**config.mk**
```make
export PLATFORM = sky130hd
export DESIGN_NAME = fp_mul_pipe_flat
export DESIGN_NICKNAME = d
export VERILOG_FILES = /design/src/rtl/fp_mul_if.sv /design/src/rtl/fp_mul_pipe.sv /design/src/flat_wrapper.sv
export SDC_FILE = /design/constraint.sdc
export NUM_CORES = 2
export LEC_CHECK = 0
export CORE_ASPECT_RATIO = 1.1
export CORE_MARGIN = 2
export CORE_UTILIZATION = 62
export DETAILED_ROUTE_END_ITERATION = 6
export GPL_TIMING_DRIVEN = 0
export PLACE_DENSITY = 0.91
export SLEW_MARGIN = 0
export SYNTH_ARGS = -nofsm -noshare
export SYNTH_HDL_FRONTEND = slang
export SYNTH_SLANG_ARGS = --single-unit
```
**constraint.sdc**
```tcl
create_clock -name clk -period 11.5 [get_ports clk]
set_clock_uncertainty 0.05 [all_clocks]
set_input_delay 2.3 -clock clk [delete_from_list [all_inputs] [get_ports clk]]
set_output_delay 2.3 -clock clk [all_outputs]
set_load 0.02 [all_outputs]
```
**src/rtl/fp_mul_if.sv**
```systemverilog
// Operand/result stream bundle for fp_mul_pipe. The flags signal exists only
// when FPMUL_FLAGS_EN is defined.
interface fp_mul_if #(
    parameter int EXP_W = 8,
    parameter int MAN_W = 23
);
    localparam int W = 1 + EXP_W + MAN_W;

    logic         in_valid;
    logic         in_ready;
    logic [W-1:0] num1;
    logic [W-1:0] num2;
    logic         out_valid;
    logic         out_ready;
    logic [W-1:0] product;
`ifdef FPMUL_FLAGS_EN
    logic [3:0]   flags;
`endif

    modport master (
        output in_valid, num1, num2, out_ready,
`ifdef FPMUL_FLAGS_EN
        input  flags,
`endif
        input  in_ready, out_valid, product
    );

    modport slave (
        input  in_valid, num1, num2, out_ready,
`ifdef FPMUL_FLAGS_EN
        output flags,
`endif
        output in_ready, out_valid, product
    );
endinterface

```
**src/rtl/fp_mul_pipe.sv**
```systemverilog
// Three-stage pipelined floating-point multiplier (flush-to-zero, RNE) with
// valid/ready backpressure. Define FPMUL_FLAGS_EN to add the exception flags.
module fp_mul_pipe #(
    parameter int EXP_W = 8,
    parameter int MAN_W = 23
) (
    input  logic     clk,
    input  logic     rst,
    fp_mul_if.slave  bus
);
    localparam int W  = 1 + EXP_W + MAN_W;
    localparam int EW = EXP_W + 2;
    localparam int PW = 2 * MAN_W + 2;
    localparam logic [EXP_W-1:0]     EXP_ONES = '1;
    localparam logic signed [EW-1:0] BIAS     = EW'((1 << (EXP_W - 1)) - 1);
    localparam logic signed [EW-1:0] EMAX     = EW'((1 << EXP_W) - 1);
    localparam logic signed [EW-1:0] EZERO    = '0;
    localparam logic [W-1:0]         QNAN     = {1'b0, EXP_ONES, 1'b1, {(MAN_W-1){1'b0}}};

    typedef enum logic [1:0] {K_NORM, K_ZERO, K_INF, K_NAN} kind_t;

    logic advance;
    logic out_valid_reg;
    logic [W-1:0] product_reg, product_next;

    assign advance       = !out_valid_reg || bus.out_ready;
    assign bus.in_ready  = advance;
    assign bus.out_valid = out_valid_reg;
    assign bus.product   = product_reg;

    // Operand unpack and classification
    logic [W-1:0]     op     [2];
    logic [EXP_W-1:0] exp_f  [2];
    logic [MAN_W-1:0] man_f  [2];
    logic [MAN_W:0]   sig_f  [2];
    logic [1:0]       is_zero, is_inf, is_nan;

    assign op[0] = bus.num1;
    assign op[1] = bus.num2;

    generate
        for (genvar gi = 0; gi < 2; gi++) begin : g_cls
            assign exp_f[gi]   = op[gi][W-2 -: EXP_W];
            assign man_f[gi]   = op[gi][MAN_W-1:0];
            assign sig_f[gi]   = {1'b1, man_f[gi]};
            assign is_zero[gi] = (exp_f[gi] == '0);
            assign is_inf[gi]  = (exp_f[gi] == EXP_ONES) && (man_f[gi] == '0);
            assign is_nan[gi]  = (exp_f[gi] == EXP_ONES) && (man_f[gi] != '0);
        end
    endgenerate

    logic inf_times_zero;
    kind_t kind_next;
    logic signed [EW-1:0] exp_next;

    assign inf_times_zero = (is_inf[0] && is_zero[1]) || (is_inf[1] && is_zero[0]);
    assign exp_next = $signed({2'b00, exp_f[0]}) + $signed({2'b00, exp_f[1]}) - BIAS;

    always_comb begin
        kind_next = K_NORM;
        if (|is_nan || inf_times_zero)
            kind_next = K_NAN;
        else if (|is_inf)
            kind_next = K_INF;
        else if (|is_zero)
            kind_next = K_ZERO;
    end

    // Stage data registers; only the valid bits and the output need reset
    logic                 s1_valid_reg, s2_valid_reg;
    logic                 s1_sign_reg, s2_sign_reg;
    kind_t                s1_kind_reg, s2_kind_reg;
    logic signed [EW-1:0] s1_exp_reg, s2_exp_reg;
    logic [MAN_W:0]       s1_siga_reg, s1_sigb_reg;
    logic [PW-1:0]        s2_prod_reg;

    always_ff @(posedge clk) begin
        if (advance) begin
            s1_sign_reg <= op[0][W-1] ^ op[1][W-1];
            s1_kind_reg <= kind_next;
            s1_exp_reg  <= exp_next;
            s1_siga_reg <= sig_f[0];
            s1_sigb_reg <= sig_f[1];
            s2_sign_reg <= s1_sign_reg;
            s2_kind_reg <= s1_kind_reg;
            s2_exp_reg  <= s1_exp_reg;
            s2_prod_reg <= PW'(s1_siga_reg) * PW'(s1_sigb_reg);
        end
    end

    // Normalise: frac holds the bits below the leading one, left-aligned
    logic [PW-2:0]        frac;
    logic [MAN_W-1:0]     mant;
    logic                 guard, sticky, round_up;
    logic [MAN_W:0]       rnd;
    logic signed [EW-1:0] exp_fin;
    logic                 ovf, unf;

    assign frac     = s2_prod_reg[PW-1] ? s2_prod_reg[PW-2:0] : {s2_prod_reg[PW-3:0], 1'b0};
    assign mant     = frac[PW-2 -: MAN_W];
    assign guard    = frac[PW-2-MAN_W];
    assign sticky   = |frac[PW-3-MAN_W:0];
    assign round_up = guard && (sticky || mant[0]);
    assign rnd      = {1'b0, mant} + {{MAN_W{1'b0}}, round_up};
    // A rounding carry leaves rnd[MAN_W-1:0] all zero, i.e. exactly 1.0
    assign exp_fin  = s2_exp_reg + $signed({{(EW-1){1'b0}}, s2_prod_reg[PW-1]})
                                 + $signed({{(EW-1){1'b0}}, rnd[MAN_W]});
    assign ovf      = (s2_kind_reg == K_NORM) && (exp_fin >= EMAX);
    assign unf      = (s2_kind_reg == K_NORM) && !ovf && (exp_fin <= EZERO);

    always_comb begin
        product_next = '0;
        case (s2_kind_reg)
            K_NAN:   product_next = QNAN;
            K_INF:   product_next = {s2_sign_reg, EXP_ONES, {MAN_W{1'b0}}};
            K_ZERO:  product_next = {s2_sign_reg, {(W-1){1'b0}}};
            default: begin
                if (ovf)
                    product_next = {s2_sign_reg, EXP_ONES, {MAN_W{1'b0}}};
                else if (unf)
                    product_next = {s2_sign_reg, {(W-1){1'b0}}};
                else
                    product_next = {s2_sign_reg, exp_fin[EXP_W-1:0], rnd[MAN_W-1:0]};
            end
        endcase
    end

`ifdef FPMUL_FLAGS_EN
    logic [1:0] snan;
    logic       s1_inv_reg, s2_inv_reg;
    logic [3:0] flags_reg, flags_next;

    generate
        for (genvar gi = 0; gi < 2; gi++) begin : g_snan
            assign snan[gi] = is_nan[gi] && !man_f[gi][MAN_W-1];
        end
    endgenerate

    always_ff @(posedge clk) begin
        if (advance) begin
            s1_inv_reg <= |snan || inf_times_zero;
            s2_inv_reg <= s1_inv_reg;
        end
    end

    assign flags_next = {(s2_kind_reg == K_NAN) && s2_inv_reg, ovf, unf,
                         ovf || unf || ((s2_kind_reg == K_NORM) && (guard || sticky))};
    assign bus.flags  = flags_reg;
`endif

    always_ff @(posedge clk) begin
        if (rst) begin
            s1_valid_reg  <= 1'b0;
            s2_valid_reg  <= 1'b0;
            out_valid_reg <= 1'b0;
            product_reg   <= '0;
`ifdef FPMUL_FLAGS_EN
            flags_reg     <= '0;
`endif
        end else if (advance) begin
            s1_valid_reg  <= bus.in_valid;
            s2_valid_reg  <= s1_valid_reg;
            out_valid_reg <= s2_valid_reg;
            if (s2_valid_reg) begin
                product_reg <= product_next;
`ifdef FPMUL_FLAGS_EN
                flags_reg   <= flags_next;
`endif
            end
        end
    end
endmodule

```
**src/flat_wrapper.sv**
```systemverilog
// flat-port wrapper written by rule: the top's interface ports become plain ports
module fp_mul_pipe_flat 
#(
    parameter int EXP_W = 8,
    parameter int MAN_W = 23
)
  (clk, rst, bus_in_valid, bus_num1, bus_num2, bus_out_ready, bus_in_ready, bus_out_valid, bus_product);
  fp_mul_if #(.EXP_W(EXP_W), .MAN_W(MAN_W)) bus_i ();
  input  logic clk;
  input  logic rst;
  input wire logic [$bits(bus_i.in_valid)-1:0] bus_in_valid;
  input wire logic [$bits(bus_i.num1)-1:0] bus_num1;
  input wire logic [$bits(bus_i.num2)-1:0] bus_num2;
  input wire logic [$bits(bus_i.out_ready)-1:0] bus_out_ready;
  output wire logic [$bits(bus_i.in_ready)-1:0] bus_in_ready;
  output wire logic [$bits(bus_i.out_valid)-1:0] bus_out_valid;
  output wire logic [$bits(bus_i.product)-1:0] bus_product;
  assign bus_i.in_valid = bus_in_valid;
  assign bus_i.num1 = bus_num1;
  assign bus_i.num2 = bus_num2;
  assign bus_i.out_ready = bus_out_ready;
  assign bus_in_ready = bus_i.in_ready;
  assign bus_out_valid = bus_i.out_valid;
  assign bus_product = bus_i.product;
  fp_mul_pipe #(.EXP_W(EXP_W), .MAN_W(MAN_W)) u_core (.clk(clk), .rst(rst), .bus(bus_i));
endmodule
```
==> out/results.ini <==
[run_status]
status = finished, final reports clean

[clock_tree]
cts_tree = yes
clkTransAtPathRegs_ps = 100
post-cts-setup-buffer-count = 0
cts_resized = 0
htreeDepth = 4
cts_buffer_depth = 2
clock_latency_ps = 500
cts_hold_buf = 0
numCtsBuffers = 17
numClockSinks = 155
root_buffer = clkbuf_16

[floorplanning]
rows = 77
die_w_um = 197
dieArea_um2 = 42400
io_pins = 102
die_h_um = 216
core_um2 = 40200
start_util = 0.629

[yosys]
syn_nets = 3395
yosysSeqAreaShare = 0.170
yosys_most_used_dff = edfxtp_1
synth_seq_cells = 155
async_flop_share = 0
synth-edff-count = 120
syn_avg_cell_area_um2 = 9.51
netlist_top_cells_area = fa_1, edfxtp_1, ha_1
syn_inst = 2659
synth.most_common_cell = inv_1
synth_commonest_cells = inv_1, fa_1, nand2_1, and2_1, ha_1
yosys.area.top_type = fa_1
synth_top_area_frac = 0.383
netlist_area_um2 = 25300
ys_warn_count = 0
synth.distinct_cells = 63

[cells_and_area]
syn2layout_area_growth_pct = 9.09
fill_cells = 2890
final_net_count = 3515
layout-drive-gt1-share = 0.0229
largest_reg_flops = 48

[global_route]
grt-ovfl-total = 0
grt_max_degree = 76
antenna_found_initial = 4
first_global_vias = 21500
grt_usage = 0.375
grt_pass1_wl_mm = 117

[critical_path]
cp.arrival_ps = 8970
crit_fanout = 10
r2r_setup_slack_ps = 2780
crit_path_end_kind = flip-flop
required_ps = 11750
start_kind = flip-flop
path_class = reg2reg

[timing]
fin_setup_tns_ps = 0
period_share = 0.758
drv_slew = 0
fmax_mhz = 115
final-setup-viol-count = 0
min_period_ps = 8720
rsz0062_at_grt = no
tightest_slew_ps = 1240
max_slew_margin = 0.167
finalHoldViolCount = 0

[placed_design]
hpwlAfterDp_mm = 61.1
io_buffers = 100
place_congestion = 1.07

[route]
drc_errors = 0
drt_iter0_drc = 1967
firstDrtPassIters = 6
wl_per_cell_um = 23.2
wl_mm = 76.7
detail_route.vias_per_cell = 6.06
num_vias = 20100
antenna_left = 0

[worst_hold_path]
hp-class = reg2reg

[job]
cap_viol_max_count = 0

==> area by class of cell <==
cell class                      instances  area (µm²)  share of cell area
Antenna cell                            3        7.51            0.000272
Buffer                                118         472              0.0171
Clock buffer                           17         425              0.0154
Clock inverter                         15         190             0.00690
Inverter                              590        2210              0.0803
Multi-Input combinational cell       1796       18300               0.663
Sequential cell                       155        4300               0.156
Tap cell                              513         642              0.0233
Timing Repair Buffer                  101        1030              0.0373
==> final timing paths <==
kind / end / depth (start not counted) / start
hold / removal: u_core.s2_kind_reg[0] / 0 / u_core.s1_kind_reg[0]
hold reg to reg: u_core.s2_kind_reg[0] / 0 / u_core.s1_kind_reg[0]
setup reg to reg: u_core.s2_prod_reg[47] / 26 / u_core.s1_siga_reg[15]
setup / recovery: u_core.s2_prod_reg[47] / 26 / u_core.s1_siga_reg[15]
==> metrics by stage <==
stage / util / cells / worst slack [ps] / hold slack, ps / cell area [µm²]
floorplan: - / 2659 / 3200 / 350 / 25300
global placement: 0.670 / 3272 / 399 / 350 / 26900
detailed placement: 0.671 / 3273 / 3170 / 356 / 27000
CTS: 0.686 / 3305 / 3080 / 372 / 27600
global route: 0.686 / 3306 / 2590 / 376 / 27600
finish: 0.687 / 3308 / 2780 / 371 / 27600
==> critical path, stage by stage, from the launching register on <==
cell and delay [ps]:
edfxtp_1 690, clkbuf_1 740, and2_1 260, fa_1 470, fa_1 600, inv_1 80
fa_1 530, inv_1 50, fa_1 500, inv_1 60, fa_1 540, inv_1 50
fa_1 470, inv_1 50, fa_1 560, inv_1 60, ha_1 280, clkbuf_1 310
a21oi_1 130, o21ai_0 300, a221oi_1 130, o21ai_0 100, a31oi_1 140, o31ai_2 620
a32oi_1 230, and4b_1 260, nor3_1 240
==> cell usage in the layout (no fill, tap or decap), types with 35 or more instances in the layout <==
cell type	count
ha_1	184
nand2_1	327
inv_1	585
edfxtp_1	120
and2_1	241
dfxtp_1	35
xnor2_1	51
clkdlybuf4s50_1	100
nor2_1	80
xor2_1	41
a21oi_1	86
nand3_1	45
clkbuf_1	109
fa_1	484
==> per-layer routing <==
metal  global-route usage  up-vias  wire, µm
met5                    0        -         0
met4                0.238        0      5790
met3                0.130      415      9750
met2                0.594     1440     34800
met1                0.437     9832     26300
li1                     -     8365         -
==> kinds of logic after synthesis <==
kind of cell               after synthesis  synth area share
muxes                                   16           0.00653
buffers and inverters                  708             0.106
xor gates and xnor gates                92            0.0319
AOI/OAI and AO/OA                      213            0.0529
and+or+nand+nor                        807             0.158
DFF                                    155             0.170
adders and majority gates              668             0.474
Power is not shown: default switching activity piles up to over one toggle a cycle in this logic, so the estimate is an artifact.
